==> src/rtl/l1a_pattern_gen_if.sv <==
// Control and status bundle of the L1A pattern generator.
// The bench or host drives through master; the generator attaches as slave.
interface l1a_pattern_gen_if #(
    parameter int unsigned PERIOD_WIDTH = 12,
    parameter int unsigned COUNT_WIDTH  = 32
);
    logic                    dis;
    logic [1:0]              mode;
    logic [PERIOD_WIDTH-1:0] period;
    logic [6:0]              rate;
    logic [3:0]              burst_len;
    logic [3:0]              min_spacing;
    logic                    fire;
    logic                    l1a;
    logic [COUNT_WIDTH-1:0]  l1a_count;
    logic [COUNT_WIDTH-1:0]  veto_count;

    modport master (
        output dis, mode, period, rate, burst_len, min_spacing, fire,
        input  l1a, l1a_count, veto_count
    );

    modport slave (
        input  dis, mode, period, rate, burst_len, min_spacing, fire,
        output l1a, l1a_count, veto_count
    );
endinterface

==> src/rtl/l1a_pattern_gen.sv <==
// L1A strobe generator: periodic, LFSR-random, burst or single-shot candidates,
// filtered by a minimum-spacing rule, with saturating issue and veto counters.
module l1a_pattern_gen #(
    parameter int unsigned PERIOD_WIDTH = 12,
    parameter int unsigned COUNT_WIDTH  = 32,
    parameter logic [15:0] SEED         = 16'hACE1
) (
    input  logic            clk_i,
    input  logic            reset_i,
    l1a_pattern_gen_if.slave bus
);
    typedef enum logic [1:0] {
        MODE_PERIODIC = 2'b00,
        MODE_RANDOM   = 2'b01,
        MODE_BURST    = 2'b10,
        MODE_SINGLE   = 2'b11
    } mode_e;

    // Galois form of x^16 + x^14 + x^13 + x^11 + 1, shifting right.
    localparam logic [15:0]             LFSR_TAPS = 16'hB400;
    localparam logic [PERIOD_WIDTH-1:0] P_ONE     = PERIOD_WIDTH'(1);
    localparam logic [COUNT_WIDTH-1:0]  C_ONE     = COUNT_WIDTH'(1);
    localparam logic [COUNT_WIDTH-1:0]  C_MAX     = '1;

    mode_e                   mode_in, mode_q;
    logic [PERIOD_WIDTH-1:0] period_eff, pcnt_q, pcnt_d;
    logic [3:0]              burst_eff, bcnt_q, bcnt_d, gap_q, gap_d;
    logic                    fire_q, fire_d;
    logic [15:0]             lfsr_q, lfsr_d;
    logic                    l1a_q, l1a_d;
    logic [COUNT_WIDTH-1:0]  l1a_cnt_q, l1a_cnt_d, veto_cnt_q, veto_cnt_d;
    logic                    mode_chg, active, wrap, cand, issue, veto;

    assign mode_in = mode_e'(bus.mode);

    // NOTE: every signal written here gets a default first so no latch is inferred.
    always_comb begin
        period_eff = (bus.period == '0) ? P_ONE : bus.period;
        burst_eff  = (bus.burst_len == 4'd0) ? 4'd1 : bus.burst_len;
        mode_chg   = (mode_in != mode_q);
        active     = !bus.dis && !mode_chg;
        wrap       = (pcnt_q == period_eff - P_ONE);
        lfsr_d     = {1'b0, lfsr_q[15:1]} ^ (lfsr_q[0] ? LFSR_TAPS : 16'h0000);

        cand = 1'b0;
        if (active) begin
            unique case (mode_in)
                MODE_PERIODIC: cand = wrap;
                MODE_RANDOM:   cand = (lfsr_q[6:0] < bus.rate);
                MODE_BURST:    cand = (bcnt_q != 4'd0);
                MODE_SINGLE:   cand = bus.fire & ~fire_q;
            endcase
        end

        pcnt_d = '0;
        if (active && (mode_in == MODE_PERIODIC || mode_in == MODE_BURST)) begin
            pcnt_d = wrap ? '0 : pcnt_q + P_ONE;
        end

        bcnt_d = 4'd0;
        if (active && mode_in == MODE_BURST) begin
            if (wrap) begin
                bcnt_d = burst_eff;
            end else if (bcnt_q != 4'd0) begin
                bcnt_d = bcnt_q - 4'd1;
            end
        end

        fire_d = mode_chg ? 1'b0 : bus.fire;

        issue = cand && (gap_q == 4'd0);
        veto  = cand && (gap_q != 4'd0);
        l1a_d = issue;

        if (issue) begin
            gap_d = bus.min_spacing;
        end else if (gap_q != 4'd0) begin
            gap_d = gap_q - 4'd1;
        end else begin
            gap_d = 4'd0;
        end

        l1a_cnt_d  = (issue && l1a_cnt_q != C_MAX) ? l1a_cnt_q + C_ONE : l1a_cnt_q;
        veto_cnt_d = (veto && veto_cnt_q != C_MAX) ? veto_cnt_q + C_ONE : veto_cnt_q;
    end

    // NOTE: sequential state uses non-blocking assignments; reset is synchronous.
    always_ff @(posedge clk_i) begin
        mode_q <= mode_in;
        if (reset_i) begin
            pcnt_q     <= '0;
            bcnt_q     <= 4'd0;
            gap_q      <= 4'd0;
            fire_q     <= 1'b0;
            lfsr_q     <= SEED;
            l1a_q      <= 1'b0;
            l1a_cnt_q  <= '0;
            veto_cnt_q <= '0;
        end else begin
            pcnt_q     <= pcnt_d;
            bcnt_q     <= bcnt_d;
            gap_q      <= gap_d;
            fire_q     <= fire_d;
            lfsr_q     <= lfsr_d;
            l1a_q      <= l1a_d;
            l1a_cnt_q  <= l1a_cnt_d;
            veto_cnt_q <= veto_cnt_d;
        end
    end

    assign bus.l1a        = l1a_q;
    assign bus.l1a_count  = l1a_cnt_q;
    assign bus.veto_count = veto_cnt_q;
endmodule

==> src/flat_wrapper.sv <==
// flat-port wrapper written by rule: the top's interface ports become plain ports
module l1a_pattern_gen_flat 
#(
    parameter int unsigned PERIOD_WIDTH = 12,
    parameter int unsigned COUNT_WIDTH  = 32,
    parameter logic [15:0] SEED         = 16'hACE1
)
  (clk_i, reset_i, bus_dis, bus_mode, bus_period, bus_rate, bus_burst_len, bus_min_spacing, bus_fire, bus_l1a, bus_l1a_count, bus_veto_count);
  l1a_pattern_gen_if #(.PERIOD_WIDTH(PERIOD_WIDTH), .COUNT_WIDTH(COUNT_WIDTH)) bus_i ();
  input  logic clk_i;
  input  logic reset_i;
  input wire logic [$bits(bus_i.dis)-1:0] bus_dis;
  input wire logic [$bits(bus_i.mode)-1:0] bus_mode;
  input wire logic [$bits(bus_i.period)-1:0] bus_period;
  input wire logic [$bits(bus_i.rate)-1:0] bus_rate;
  input wire logic [$bits(bus_i.burst_len)-1:0] bus_burst_len;
  input wire logic [$bits(bus_i.min_spacing)-1:0] bus_min_spacing;
  input wire logic [$bits(bus_i.fire)-1:0] bus_fire;
  output wire logic [$bits(bus_i.l1a)-1:0] bus_l1a;
  output wire logic [$bits(bus_i.l1a_count)-1:0] bus_l1a_count;
  output wire logic [$bits(bus_i.veto_count)-1:0] bus_veto_count;
  assign bus_i.dis = bus_dis;
  assign bus_i.mode = bus_mode;
  assign bus_i.period = bus_period;
  assign bus_i.rate = bus_rate;
  assign bus_i.burst_len = bus_burst_len;
  assign bus_i.min_spacing = bus_min_spacing;
  assign bus_i.fire = bus_fire;
  assign bus_l1a = bus_i.l1a;
  assign bus_l1a_count = bus_i.l1a_count;
  assign bus_veto_count = bus_i.veto_count;
  l1a_pattern_gen #(.PERIOD_WIDTH(PERIOD_WIDTH), .COUNT_WIDTH(COUNT_WIDTH), .SEED(SEED)) u_core (.clk_i(clk_i), .reset_i(reset_i), .bus(bus_i));
endmodule
==> config.mk <==
export PLATFORM = sky130hd
export DESIGN_NAME = l1a_pattern_gen_flat
export DESIGN_NICKNAME = d
export VERILOG_FILES = /design/src/rtl/l1a_pattern_gen_if.sv /design/src/rtl/l1a_pattern_gen.sv /design/src/flat_wrapper.sv
export SDC_FILE = /design/constraint.sdc
export NUM_CORES = 1
export LEC_CHECK = 0
export ABC_AREA = 1
export BUFFER_PORTS_ARGS = -buffer_cell sky130_fd_sc_hd__buf_2
export CAP_MARGIN = 10
export CELL_PAD_IN_SITES_DETAIL_PLACEMENT = 1
export CELL_PAD_IN_SITES_GLOBAL_PLACEMENT = 1
export CORE_AREA = 5 5 130 132
export CTS_CLUSTER_DIAMETER = 150
export CTS_CLUSTER_SIZE = 8
export DETAILED_ROUTE_END_ITERATION = 16
export DIE_AREA = 0 0 135 137
export PLACE_DENSITY_LB_ADDON = 0.1
export SETUP_SLACK_MARGIN = 0.1
export SLEW_MARGIN = 0
export SYNTH_ARGS = -nofsm -noshare
export SYNTH_HDL_FRONTEND = slang
export SYNTH_SLANG_ARGS = --single-unit
==> constraint.sdc <==
create_clock -name clk_i -period 3.2 [get_ports clk_i]
set_input_delay 0.16 -clock clk_i [delete_from_list [all_inputs] [get_ports clk_i]]
set_output_delay 0.16 -clock clk_i [all_outputs]
set_load 0.005 [all_outputs]
* After elaboration in Yosys (flattened, before gate mapping)
Cells that the tools add are included.
Widths: inputs -> output; s select.
** Storage, ports and cells
- Bits in registers :: 104
- Bits in latches :: 0
- RAM bits :: 0
- Memory bits (read-only) :: 0
- Input bits :: 33
- Word-level logic and storage cells :: 56
- Memories :: 0
** Cells by class
- $add $sub $neg :: 6
- Multiply operators :: 0
- Divide/modulo/power cells :: 0
- Magnitude comparators :: 1
- Equality and inequality tests :: 7
- Shifts and indexed selects :: 0
- Muxes and demuxes :: 9
- Bitwise logic cells :: 5
- Reductions and logical operators :: 19
** Operators by type and width (count)
- $add 32x1->32 const B :: 2
- $ne 32x32->1 const B :: 2
- $mux 4 :: 5
- $mux 16 :: 1
- $xor 15x16->16 :: 1
- $add 12x1->12 const B :: 1
- $eq 12x12->1 :: 1
- $logic_not 12->1 :: 1
- $mux 12 :: 1
- $sub 12x1->12 const B :: 1
- $logic_not 4->1 :: 2
- $reduce_bool 4->1 :: 2
- $sub 4x1->4 const B :: 2
- $logic_and 1x1->1 :: 7
- $lt 7x7->1 :: 1
- $eq 2x2->1 const B :: 2
- $pmux 1 s4 :: 1
- $reduce_or 2->1 :: 2
- $not 1->1 :: 3
- $reduce_or 3->1 :: 1
- $eq 2x1->1 const B :: 1
- $logic_not 1->1 :: 2
- $logic_not 2->1 :: 1
- $ne 2x2->1 :: 1
- other kinds (3) :: 3

* Longest topological paths before layout
Gate-level depths: netlist of the first run.
- Word-level depth :: 8
- Depth in mapped cells :: 24

* Worst setup path after synthesis of the first run
OpenSTA, ideal clock, no wires.
- Path type :: input to register
- From :: input bus_period[9]
- To :: register u_core.l1a_cnt_q[2] (netlist: u_core.bus.l1a_count[2])
- Arrival :: 2.413 ns
- Slack :: 0.655 ns
- Stages :: 20
- Path buffers :: 1
- Path through :: nor2_2 nand2_1 nor2_2 nand2_2 nand2_2 inv_1 ha_1 xor2_1 nand2_1 nor2_1 nand2_1 nor2_1 nand2_1 nor3_4 nand3_4 nand2_4 nand4_1 clkbuf_1 o21ai_0 a21oi_1
** Between the ends
- Word-level cells in the longest chain between the ends :: 8
** RTL lines
- start: declaration :: RTL line flat_wrapper.sv:14 : input wire logic [$bits(bus_i.period)-1:0] bus_period;
- $logic_not 12->1 :: RTL line l1a_pattern_gen.sv:38 : period_eff = (bus.period == '0) ? P_ONE : bus.period;
- $mux 12 * :: RTL line l1a_pattern_gen.sv:38
- $sub 12x1->12 * :: RTL line l1a_pattern_gen.sv:42 : wrap = (pcnt_q == period_eff - P_ONE);
- $eq 12x12->1 * :: RTL line l1a_pattern_gen.sv:42
- $pmux 1 s4 * :: RTL line l1a_pattern_gen.sv:47 : unique case (mode_in)
- $mux 1 * :: RTL line l1a_pattern_gen.sv:46 : if (active) begin
- $logic_and 1x1->1 * :: RTL line l1a_pattern_gen.sv:71 : issue = cand && (gap_q == 4'd0);
- $logic_and 1x1->1 * :: RTL line l1a_pattern_gen.sv:83 : l1a_cnt_d = (issue && l1a_cnt_q != C_MAX) ? l1a_cnt_q + C_ONE : l1a_cnt_q;
- end signal: assignment :: RTL line l1a_pattern_gen.sv:106 : l1a_cnt_q <= l1a_cnt_d;
- end: declaration :: RTL line l1a_pattern_gen.sv:31 : logic [COUNT_WIDTH-1:0] l1a_cnt_q, l1a_cnt_d, veto_cnt_q, veto_cnt_d;
Mark *: on every way between the ends. The rest lies on a longest branch, timed or not.
A chain may end at the register's enable or synchronous reset.

* Worst setup path in the final report of the first run
- From :: register u_core.veto_cnt_q[0] (netlist: u_core.bus.veto_count[0])
- To :: register u_core.veto_cnt_q[14] (netlist: u_core.bus.veto_count[14])
** Between the ends
- Word-level cells in the longest chain between the ends :: 2
- Elaborated cells on any way between the ends :: 3
- Classes of those cells :: add/sub (1); eq/ne (1); reduce/logical (1)
** RTL lines
- start: declaration :: RTL line l1a_pattern_gen.sv:31
- start signal: assignment :: RTL line l1a_pattern_gen.sv:107 : veto_cnt_q <= veto_cnt_d;
- parallel branches: the longest is 2 deep, another holds $add 32x1->32
Parallel ways; which one is timed is not known.

==> results of run 1 <==
==> report_power, final <==
group          switching (mW)  internal (mW)  total, mW
registers             0.00943           1.31       1.32
clock network           0.536          0.721       1.26
logic                   0.114         0.0655      0.180
total                   0.660           2.10       2.76
==> path summary, 6_finish.rpt <==
check	cells past startpoint	slack, ns	end
max	14	0.47	u_core.bus.veto_count[14]
min	3	0.06	u_core.gap_q[0]
max reg2reg	14	0.47	u_core.bus.veto_count[14]
min reg2reg	2	0.41	u_core.lfsr_q[14]
==> logic make-up after synthesis <==
logic type	Yosys count	share of synthesized area
AO/OA/AOI/OAI	120	0.101
adder cells (fa/ha/maj)	10	0.0206
XOR/XNOR	72	0.106
AND/OR/NAND/NOR	469	0.346
buffers and inverters	123	0.0831
flip-flops	104	0.343
==> routing by layer <==
layer	GRT usage	share of wire
met3	0.0276	0.040
met4	0.0543	0.016
met1	0.260	0.47
met2	0.347	0.48
met5	0	0
==> synth_stat cells, types with 10 or more instances <==
master,instances,area [µm²]
nand2_1,199,747
nor2_1,112,420
dfxtp_1,104,2080
inv_1,91,342
a21oi_1,75,375
nand3_1,62,310
xor2_1,49,429
o21ai_0,40,200
nor3_1,31,155
nand4_1,23,144
xnor2_1,22,193
clkbuf_1,17,63.8
nor4_1,13,81.3
ha_1,10,125
==> cell type report <==
class                           instances  area (µm²)
Clock buffer                           10         239
Clock inverter                          6        97.6
Fill cell                            2080        8420
Inverter                               94         354
Multi-Input combinational cell        671        3480
Sequential cell                       104        2080
Tap cell                              216         270
Timing Repair Buffer                  115         651
==> repair_timing <==
item / CTS / global route
hold endpoints to repair: 2 / 0
hold buffers: 2 / 0
endpoints found under the setup margin: 0 / 1
buffers inserted: 0 / 1
resized for setup: 0 / 1
==> registers in the layout (all words and copies together) (netlist names) <==
name	count
u_core.bcnt_q	4
u_core.lfsr_q	16
u_core.bus.veto_count	32
u_core.gap_q	4
u_core.fire_q	1
u_core.pcnt_q	12
u_core.bus.l1a	1
u_core.mode_q	2
u_core.bus.l1a_count	32
==> placed cells by master, fill, tap and decap left out, drive strengths merged <==
master / n
nor2: 118
a21boi: 1
and3: 1
nand4: 24
nor3: 33
a31oi: 1
nand2: 203
o21ai: 40
o22ai: 1
clkbuf: 10
ha: 10
dlygate4sd3: 2
nand3: 64
and2: 1
clkinv: 2
or2: 7
a311oi: 1
a21oi: 76
bufinv: 2
xnor3: 1
nor3b: 2
nor4: 13
xor2: 49
xnor2: 22
dfxtp: 104
nand3b: 3
inv: 96
buf: 113
==> critical path: stages (launching register included) <==
cell and delay (ns):
dfxtp_1 0.39, ha_1 0.30, nand3_1 0.12, nor3_2 0.25, nand2_1 0.10, nor4_1 0.26, buf_4 0.19, nand3_1 0.13
nand2_1 0.11, inv_2 0.04, nand4_4 0.09, clkinv_2 0.22, buf_4 0.26, nand2_1 0.07, a21oi_1 0.06
==> per-stage QoR <==
| stage | cell area (µm²) | utilization |
|---|---|---|
| 5_1_grt | 7180 | 0.460 |
| 6_report | 7180 | 0.460 |
| 3_3_place_gp | 6810 | 0.437 |
| 4_1_cts | 7170 | 0.460 |
| 3_5_place_dp | 6810 | 0.437 |
| 2_1_floorplan | 6070 | - |
==> results.md, run 1 <==
* Drt first pass iters at 5
* Std cell rows at between 40 and 50
* Setup ws final at 0.467 ns
* DPL Wire Length at roughly 14 mm
* Pre-CTS setup slack at roughly 0.09 ns
* CP Capture Type: register
* EDFF count, synth at 0
* Total CTS buffers at 9
* Final TNS setup at 0 ns
* RSZ-0062 raised after global routing: false
* CP Class: register to register
* Post-synth net total at approximately 940
* IO buf count at between 90 and 100
* Layout cells sized above 1 at 0.156
* Critical path data arrival time at between 2 and 3 ns
* FMAX at ~0.37 GHz
* WL/cell at approximately 15 µm
* Clock skew at around 0.0094 ns
* Placed Cells at 1197
* Mapped cell area at slightly above 6000 µm²
* Synth cell types at 40
* Die Y at between 100 and 150 µm
* Final hold slack at 0.0553 ns
* Data required time of the worst path at between 3 and 4 ns
* Post-Route WL at between 15 and 20 mm
* GRT Residual Overflow at 0
* Final hold viol count at 0
* Clock Path Buffers at 2
* Async SR Flop Fraction at 0
* Outcome: finished, final reports clean
* Initial antenna violation count at 0
* Ports at a little under 100
* Hold_sp: bus_min_spacing[0]
* CTS clk-pin slew, worst paths at roughly 0.08 ns
* Final Net Count at 1038
* Layout Cells excl Fill at about 1.2k
* Pin count of the biggest net entering global routing at between 70 and 80
* Iter 0 DRT Violations at between 200 and 300
* Final Setup Violations at 0
* Critical Path Start: u_core.bus.veto_count[0]
* Slew @ Worst Pin at roughly 0.85 ns
* Critical Path Fanout Max at 15
* Mapped Cells at 898
* Worst setup SP type: register
* Power density cells at about 380 nW/µm²
* Synthesis-to-layout area growth at 18.3%
* Ant diodes at 0
* P_leak at between 3 and 4 nW
* Slew headroom at 0.433
* Clock Latency Late Sink at 0.35 ns
* Initial core utilization at 0.389
* Hold Path Class: input port to register
* Routability congestion estimate at a little over 0.8
* CTS tree: built
* Fin crit period at between 2 and 3 ns
* Seq/Total Area, Yosys at 0.343
* Vias in the first global route at between 6k and 7k
* Post-route ant nets at 0
* Routed vias at a little over 6k
* First-pass GRT wire length at 30.3 mm
* Avg Cell Area, Syn at 6.76 µm²
* Post-synthesis register bit count at 104
* Clock root buffer: clkbuf_16
* Max VDD drop at around 250 µV
* Ys flop type: dfxtp_1
* Tot Pwr at around 2.8 mW
* Final Max Tran Viols at 0
* Core Box Area at roughly 16000 µm²
* Die Width at 135 µm
* Yosys Warn Count at 0
* Ratio of final minimum period to clock period at 0.854
* CTS H-tree depth at 3
* Vias per cell at about 5.1
* Full die area at around 18000 µm²
* Maxcap violations at 0
* R2R Path Start: u_core.bus.veto_count[0]
* Remaining DRCs at 0
* GRT Resource Usage Total at 0.200
* Clock Sinks at about 100
No activity file was read; power rests on OpenSTA's default activity.
==> run 2: changes to the inputs <==
Settings changed: CORE_AREA 5 5 130 132 to 4 4 129 131, DIE_AREA 0 0 135 137 to 0 0 133 135.
==> results.md, run 2 (synthesis gave the netlist of run 1 again) <==
* Clock Latency Late Sink at 0.36 ns (was 0.35 ns)
* Post-Route WL at 17.9 mm (was 18.1 mm)
* Pin count of the biggest net entering global routing at 77 (unchanged)
* CP Class: register to register (unchanged)
* P_leak at 2.99 nW (was 3.00 nW)
* Fin crit period at 2.72 ns (was 2.73 ns)
* GRT Resource Usage Total at 0.205 (was 0.200)
* Ant diodes at 0 (unchanged)
* Placed Cells at 1198 (was 1197)
* Layout cells sized above 1 at 0.155 (was 0.156)
* Clock Sinks at 104 (unchanged)
* Final hold viol count at 0 (unchanged)
* CTS H-tree depth at 3 (unchanged)
* Initial core utilization at 0.389 (unchanged)
* WL/cell at 14.7 µm (was 14.9 µm)
* Commonest non-fill, non-tap cell in the layout: nand2_1 (unchanged)
* Iter 0 DRT Violations at 291 (was 289)
* Core Box Area at 15600 µm² (unchanged)
* Clock root buffer: clkbuf_16 (unchanged)
* Final Net Count at 1038 (unchanged)
* Maxcap violations at 0 (unchanged)
* Commonest non-fill, non-tap cells in the layout: 199 x nand2_1, 112 x nor2_1, 104 x dfxtp_1, 97 x buf_2, 91 x inv_1 (was 199 x nand2_1, 111 x nor2_1, 104 x dfxtp_1, 97 x buf_2, 91 x inv_1)
* FMAX at 0.367 GHz (was 0.366 GHz)
* DPL Wire Length at 13.6 mm (about the same)
* Vias in the first global route at 6177 (was 6181)
* Remaining DRCs at 0 (unchanged)
* Final Setup Violations at 0 (unchanged)
* Fill cell count at 2102 (was 2080)
* CP Capture Type: register (unchanged)
* Routability congestion estimate at 0.852 (was 0.823)
* Std cell rows at 46 (unchanged)
* Initial antenna violation count at 0 (unchanged)
* Max VDD drop at 274 µV (was 248 µV)
* GRT Residual Overflow at 0 (unchanged)
* Drt first pass iters at 4 (was 5)
* Final hold slack at 0.0551 ns (was 0.0553 ns)
* Critical path data arrival time at 2.94 ns (about the same)
* Total CTS buffers at 9 (unchanged)
* Clock Path Buffers at 2 (unchanged)
* Ports at 98 (unchanged)
* Data required time of the worst path at 3.42 ns (was 3.41 ns)
* Clock skew at 0.0138 ns (was 0.00938 ns)
* Power density cells at 374 nW/µm² (was 384 nW/µm²)
* Slew @ Worst Pin at 0.819 ns (was 0.850 ns)
* Worst setup SP type: register (unchanged)
* RSZ-0062 raised after global routing: false (unchanged)
* Final TNS setup at 0 ns (unchanged)
* Vias per cell at 5.01 (was 5.06)
* First-pass GRT wire length at 30.4 mm (was 30.3 mm)
* IO buf count at 97 (unchanged)
* Hold Path Class: input port to register (unchanged)
* Post-route ant nets at 0 (unchanged)
* Die Y at 135 µm (was 137 µm)
* Routed vias at 6097 (was 6147)
* Final Max Tran Viols at 0 (unchanged)
* Ratio of final minimum period to clock period at 0.851 (was 0.854)
* Die Width at 133 µm (was 135 µm)
* Full die area at 18000 µm² (was 18500 µm²)
* Outcome: finished, final reports clean (unchanged)
* Critical Path Fanout Max at 27 (was 15)
* Slew headroom at 0.454 (was 0.433)
* Layout Cells excl Fill at 1216 (unchanged)
* Synthesis-to-layout area growth at 17.6% (was 18.3%)
* CTS tree: built (unchanged)
* CTS clk-pin slew, worst paths at 0.08 ns (about the same)
* Core Util, Final at 0.458 (was 0.460)
==> run 2: per-layer routing <==
layer  global-route usage  wire length (µm)  vias to the layer above
li1                     -                 -                     3100
met3               0.0350               546                       11
met4               0.0445               151                        0
met5                    0                 0                        -
met1                0.266              8450                     2883
met2                0.358              8760                      103
==> run 2: per-stage QoR <==
| stage | instance area (µm²) | worst slack (ns) | total power, mW |
|---|---|---|---|
| 2_1_floorplan | 6070 | 0.655 | 1.47 |
| 3_3_place_gp | 6810 | 0.220 | 1.53 |
| 3_5_place_dp | 6810 | 0.116 | 1.53 |
| 4_1_cts | 7140 | 0.291 | 2.72 |
| 5_1_grt | 7140 | 0.153 | 2.79 |
| 6_report | 7140 | 0.476 | 2.67 |
==> run 2: path summary, 6_finish.rpt <==
check | to | depth (start not counted) | slack [ns] | from
setup / recovery | u_core.bus.veto_count[0] | 13 | 0.48 | u_core.bus.veto_count[4]
setup reg to reg | u_core.bus.veto_count[0] | 13 | 0.48 | u_core.bus.veto_count[4]
hold / removal | u_core.gap_q[1] | 3 | 0.06 | bus_min_spacing[1]
hold reg to reg | u_core.lfsr_q[8] | 2 | 0.41 | u_core.lfsr_q[9]
==> run 2: cell type report <==
cell class,instances,area (µm²),area share
Multi-Input combinational cell,671,3480,0.488
Sequential cell,104,2080,0.292
Timing Repair Buffer,115,638,0.0894
Inverter,94,355,0.0498
Tap cell,216,270,0.0379
Clock buffer,9,225,0.0315
Clock inverter,7,86.3,0.0121
==> run 2: critical path, stage by stage (launching register included) <==
cell and delay, ns:
dfxtp_1 0.44, nand2_1 0.12, inv_1 0.10, nand3_1 0.15, nor3_2 0.23, nand2_1 0.10
nor4_1 0.39, nand3_1 0.23, nand2_1 0.13, inv_2 0.05, nand4_4 0.10, buf_4 0.33
xor2_1 0.18, nor2_1 0.05
==> run 2: what timing repair did <==
| action | CTS | global route |
|---|---|---|
| endpoints found under the hold margin | 2 | 0 |
| setup buffers | 0 | 0 |
| hold buffers | 2 | 0 |
| setup endpoints to repair | 0 | 28 |
| gates resized for setup | 0 | 1 |
==> run 2: where the power goes <==
part / internal [mW] / total, mW / switching (mW) / leakage [nW]
registers: 1.31 / 1.32 / 0.00943 / 0.843
clock network: 0.626 / 1.17 / 0.546 / 0.150
logic: 0.0641 / 0.179 / 0.115 / 1.99
total: 2.00 / 2.67 / 0.670 / 2.99
==> run 3: changes to the inputs <==
Settings changed: BUFFER_PORTS_ARGS -buffer_cell sky130_fd_sc_hd__buf_2 to unset, CORE_AREA 4 4 129 131 to 4 4 122 124, DIE_AREA 0 0 133 135 to 0 0 126 128, DONT_BUFFER_PORTS set to 1.
==> results.md, run 3 (synthesis gave the netlist of run 1 again) <==
* Post-route ant nets at 0 (unchanged)
* Full die area at 16100 µm² (was 18000 µm²)
* Ports at 98 (unchanged)
* Die Y at 128 µm (was 135 µm)
* CTS H-tree depth at 3 (unchanged)
* Core Box Area at 13800 µm² (was 15600 µm²)
* Die Width at 126 µm (was 133 µm)
* Vias per cell at 5.46 (was 5.01)
* Drt first pass iters at 4 (unchanged)
* IO buf count at 0 (was 97)
* Std cell rows at 43 (was 46)
* Synthesis-to-layout area growth at 10.7% (was 17.6%)
* Initial antenna violation count at 0 (unchanged)
* Slew headroom at 0.625 (was 0.454)
* Clock root buffer: clkbuf_16 (unchanged)
* Commonest non-fill, non-tap cell in the layout: nand2_1 (unchanged)
* CTS tree: built (unchanged)
* Final Setup Violations at 0 (unchanged)
* CP Capture Type: register (unchanged)
* Hold Path Class: input port to register (unchanged)
* Crit-path max cell delay at 0.56 ns (was 0.44 ns)
* Clock Latency Late Sink at 0.36 ns (about the same)
* Cell mode on critical path: nand2_1 (unchanged)
* P_leak at 2.54 nW (was 2.99 nW)
* Ant diodes at 0 (unchanged)
* Power density cells at 385 nW/µm² (was 374 nW/µm²)
* Final Max Tran Viols at 0 (unchanged)
* Final Net Count at 952 (was 1038)
* CP Buf/Inv Count at 3 (unchanged)
* CP Cell Sequence: nor2_2, nand2_1, nor2_2, nand2_2, nand2_2, inv_1, ha_1, xor2_1, nand2_1, nor2_1, nand2_1, nor2_1, nand2_1, nor3_4, nand3_4, buf_4, nor2_1, nand2_1, dlygate4sd3_1, a31oi_1 (was nand2_1, inv_1, nand3_1, nor3_2, nand2_1, nor4_1, nand3_1, nand2_1, inv_2, nand4_4, buf_4, xor2_1, nor2_1)
* Final hold viol count at 0 (unchanged)
* First-pass GRT wire length at 31.3 mm (was 30.4 mm)
* CP Class: input port to register (was register to register)
* Layout cells sized above 1 at 0.0678 (was 0.155)
* FMAX at 0.363 GHz (was 0.367 GHz)
* Total CTS buffers at 9 (unchanged)
* RSZ-0062 raised after global routing: false (unchanged)
* Final Cell Area at 6720 µm² (was 7140 µm²)
* Iter 0 DRT Violations at 327 (was 291)
* Final TNS setup at 0 ns (unchanged)
* Max VDD drop at 344 µV (was 274 µV)
* Critical path data arrival time at 3.03 ns (was 2.94 ns)
* Worst setup SP type: input port (was register)
* Data required time of the worst path at 3.48 ns (was 3.42 ns)
* Routability congestion estimate at 0.943 (was 0.852)
* Fill cell count at 1887 (was 2102)
* Routed vias at 5969 (was 6097)
* Fin crit period at 2.75 ns (was 2.72 ns)
* Slew @ Worst Pin at 0.560 ns (was 0.819 ns)
* Ratio of final minimum period to clock period at 0.860 (was 0.851)
* Commonest non-fill, non-tap cells in the layout: 199 x nand2_1, 112 x nor2_1, 104 x dfxtp_1, 91 x inv_1, 75 x a21oi_1 (was 199 x nand2_1, 112 x nor2_1, 104 x dfxtp_1, 97 x buf_2, 91 x inv_1)
* GRT Residual Overflow at 0 (unchanged)
* Remaining DRCs at 0 (unchanged)
* Post-Route WL at 18.4 mm (was 17.9 mm)
* GRT Resource Usage Total at 0.234 (was 0.205)
* WL/cell at 16.8 µm (was 14.7 µm)
* Clock Path Buffers at 2 (unchanged)
* CP max stage cell: dlygate4sd3_1 (was dfxtp_1)
* Clock skew at 0.0142 ns (was 0.0138 ns)
* Critical Path Fanout Max at 7 (was 27)
* Maxcap violations at 0 (unchanged)
* Outcome: finished, final reports clean (unchanged)
* Pin count of the biggest net entering global routing at 77 (unchanged)
* Vias in the first global route at 6422 (was 6177)
* Largest delay share family, worst path: simple AND/OR/NAND/NOR gates (unchanged)
* DPL Wire Length at 13.7 mm (was 13.6 mm)
* Clock Sinks at 104 (unchanged)
* CTS clk-pin slew, worst paths at 0.07 ns (was 0.08 ns)
* Initial core utilization at 0.441 (was 0.389)
* Area after DPL at 6260 µm² (was 6810 µm²)
[run 3: changes by cell type in the layout (fill, tap and decap cells not counted), sizes merged]
cell / delta
buf: -94
dlygate4sd3: +8
clkinvlp: +2
bufinv: -1
clkbuf: +1
clkinv: -1
inv: -1
[run 3: final cells by class]
type / instances / area, µm² / share of cell area
inverters: 94 / 355 / 0.0529
clock buffers: 10 / 239 / 0.0356
repair buffers: 29 / 275 / 0.0410
well taps: 180 / 225 / 0.0335
clock inverters: 6 / 51.3 / 0.00764
flip-flops and latches: 104 / 2080 / 0.310
multi-input cells: 671 / 3490 / 0.519
[run 3: metrics by stage]
step                utilization  hold slack [ns]  setup WS, ns  total power, mW  instances
global placement          0.455            0.189         0.290             1.48       1063
floorplan                     -            0.188         0.655             1.47        898
global route              0.488          0.00533         0.104             2.70       1094
detailed placement        0.455            0.189         0.165             1.49       1063
finish                    0.488           0.0193         0.447             2.59       1094
CTS                       0.485           0.0106         0.151             2.61       1090
[run 3: per-layer routing]
layer,routed length (µm),vias to the layer above,share of wire,GRT usage
met5,0,-,0,0
met4,297,0,0.016,0.0625
met2,9370,97,0.51,0.425
met1,7880,2911,0.43,0.275
met3,827,22,0.045,0.0567
li1,-,2939,-,-
[run 3: timing repair]
item | in CTS | in global routing
setup buffers | 0 | 4
hold buffers | 11 | 0
resized for setup | 0 | 2
setup endpoints to repair | 0 | 31
hold endpoints to repair | 79 | 0
[run 3: worst reg2reg max path, stage by stage (launching register included)]
cell           delay [ns]
dfxtp_1              0.32
ha_1                 0.29
a21oi_1              0.14
nand2_1              0.06
a21oi_1              0.12
nor2_1               0.05
o21ai_0              0.15
nand2_1              0.08
nand2_1              0.06
nand2_1              0.06
nand2_1              0.15
nand3_2              0.11
nor2_4               0.20
nand2_1              0.07
a21oi_1              0.11
dlygate4sd3_1        0.55
[run 3: report_power, final]
| part | internal [mW] | switching (mW) | leakage [nW] | total [mW] |
|---|---|---|---|---|
| Sequential | 1.31 | 0.00960 | 0.843 | 1.32 |
| Combinational | 0.0611 | 0.105 | 1.56 | 0.166 |
| Clock | 0.561 | 0.540 | 0.134 | 1.10 |
| Total | 1.93 | 0.654 | 2.54 | 2.59 |
[run 3: worst paths after layout]
path / slack [ns] / from / cells after the start / to
worst min-delay path: 0.02 / bus_burst_len[0] / 2 / u_core.bcnt_q[0]
worst max-delay path: 0.45 / bus_period[9] / 20 / u_core.bcnt_q[0]
worst min register to register: 0.41 / u_core.lfsr_q[9] / 2 / u_core.lfsr_q[8]
worst max register to register: 0.60 / u_core.lfsr_q[2] / 15 / u_core.gap_q[3]
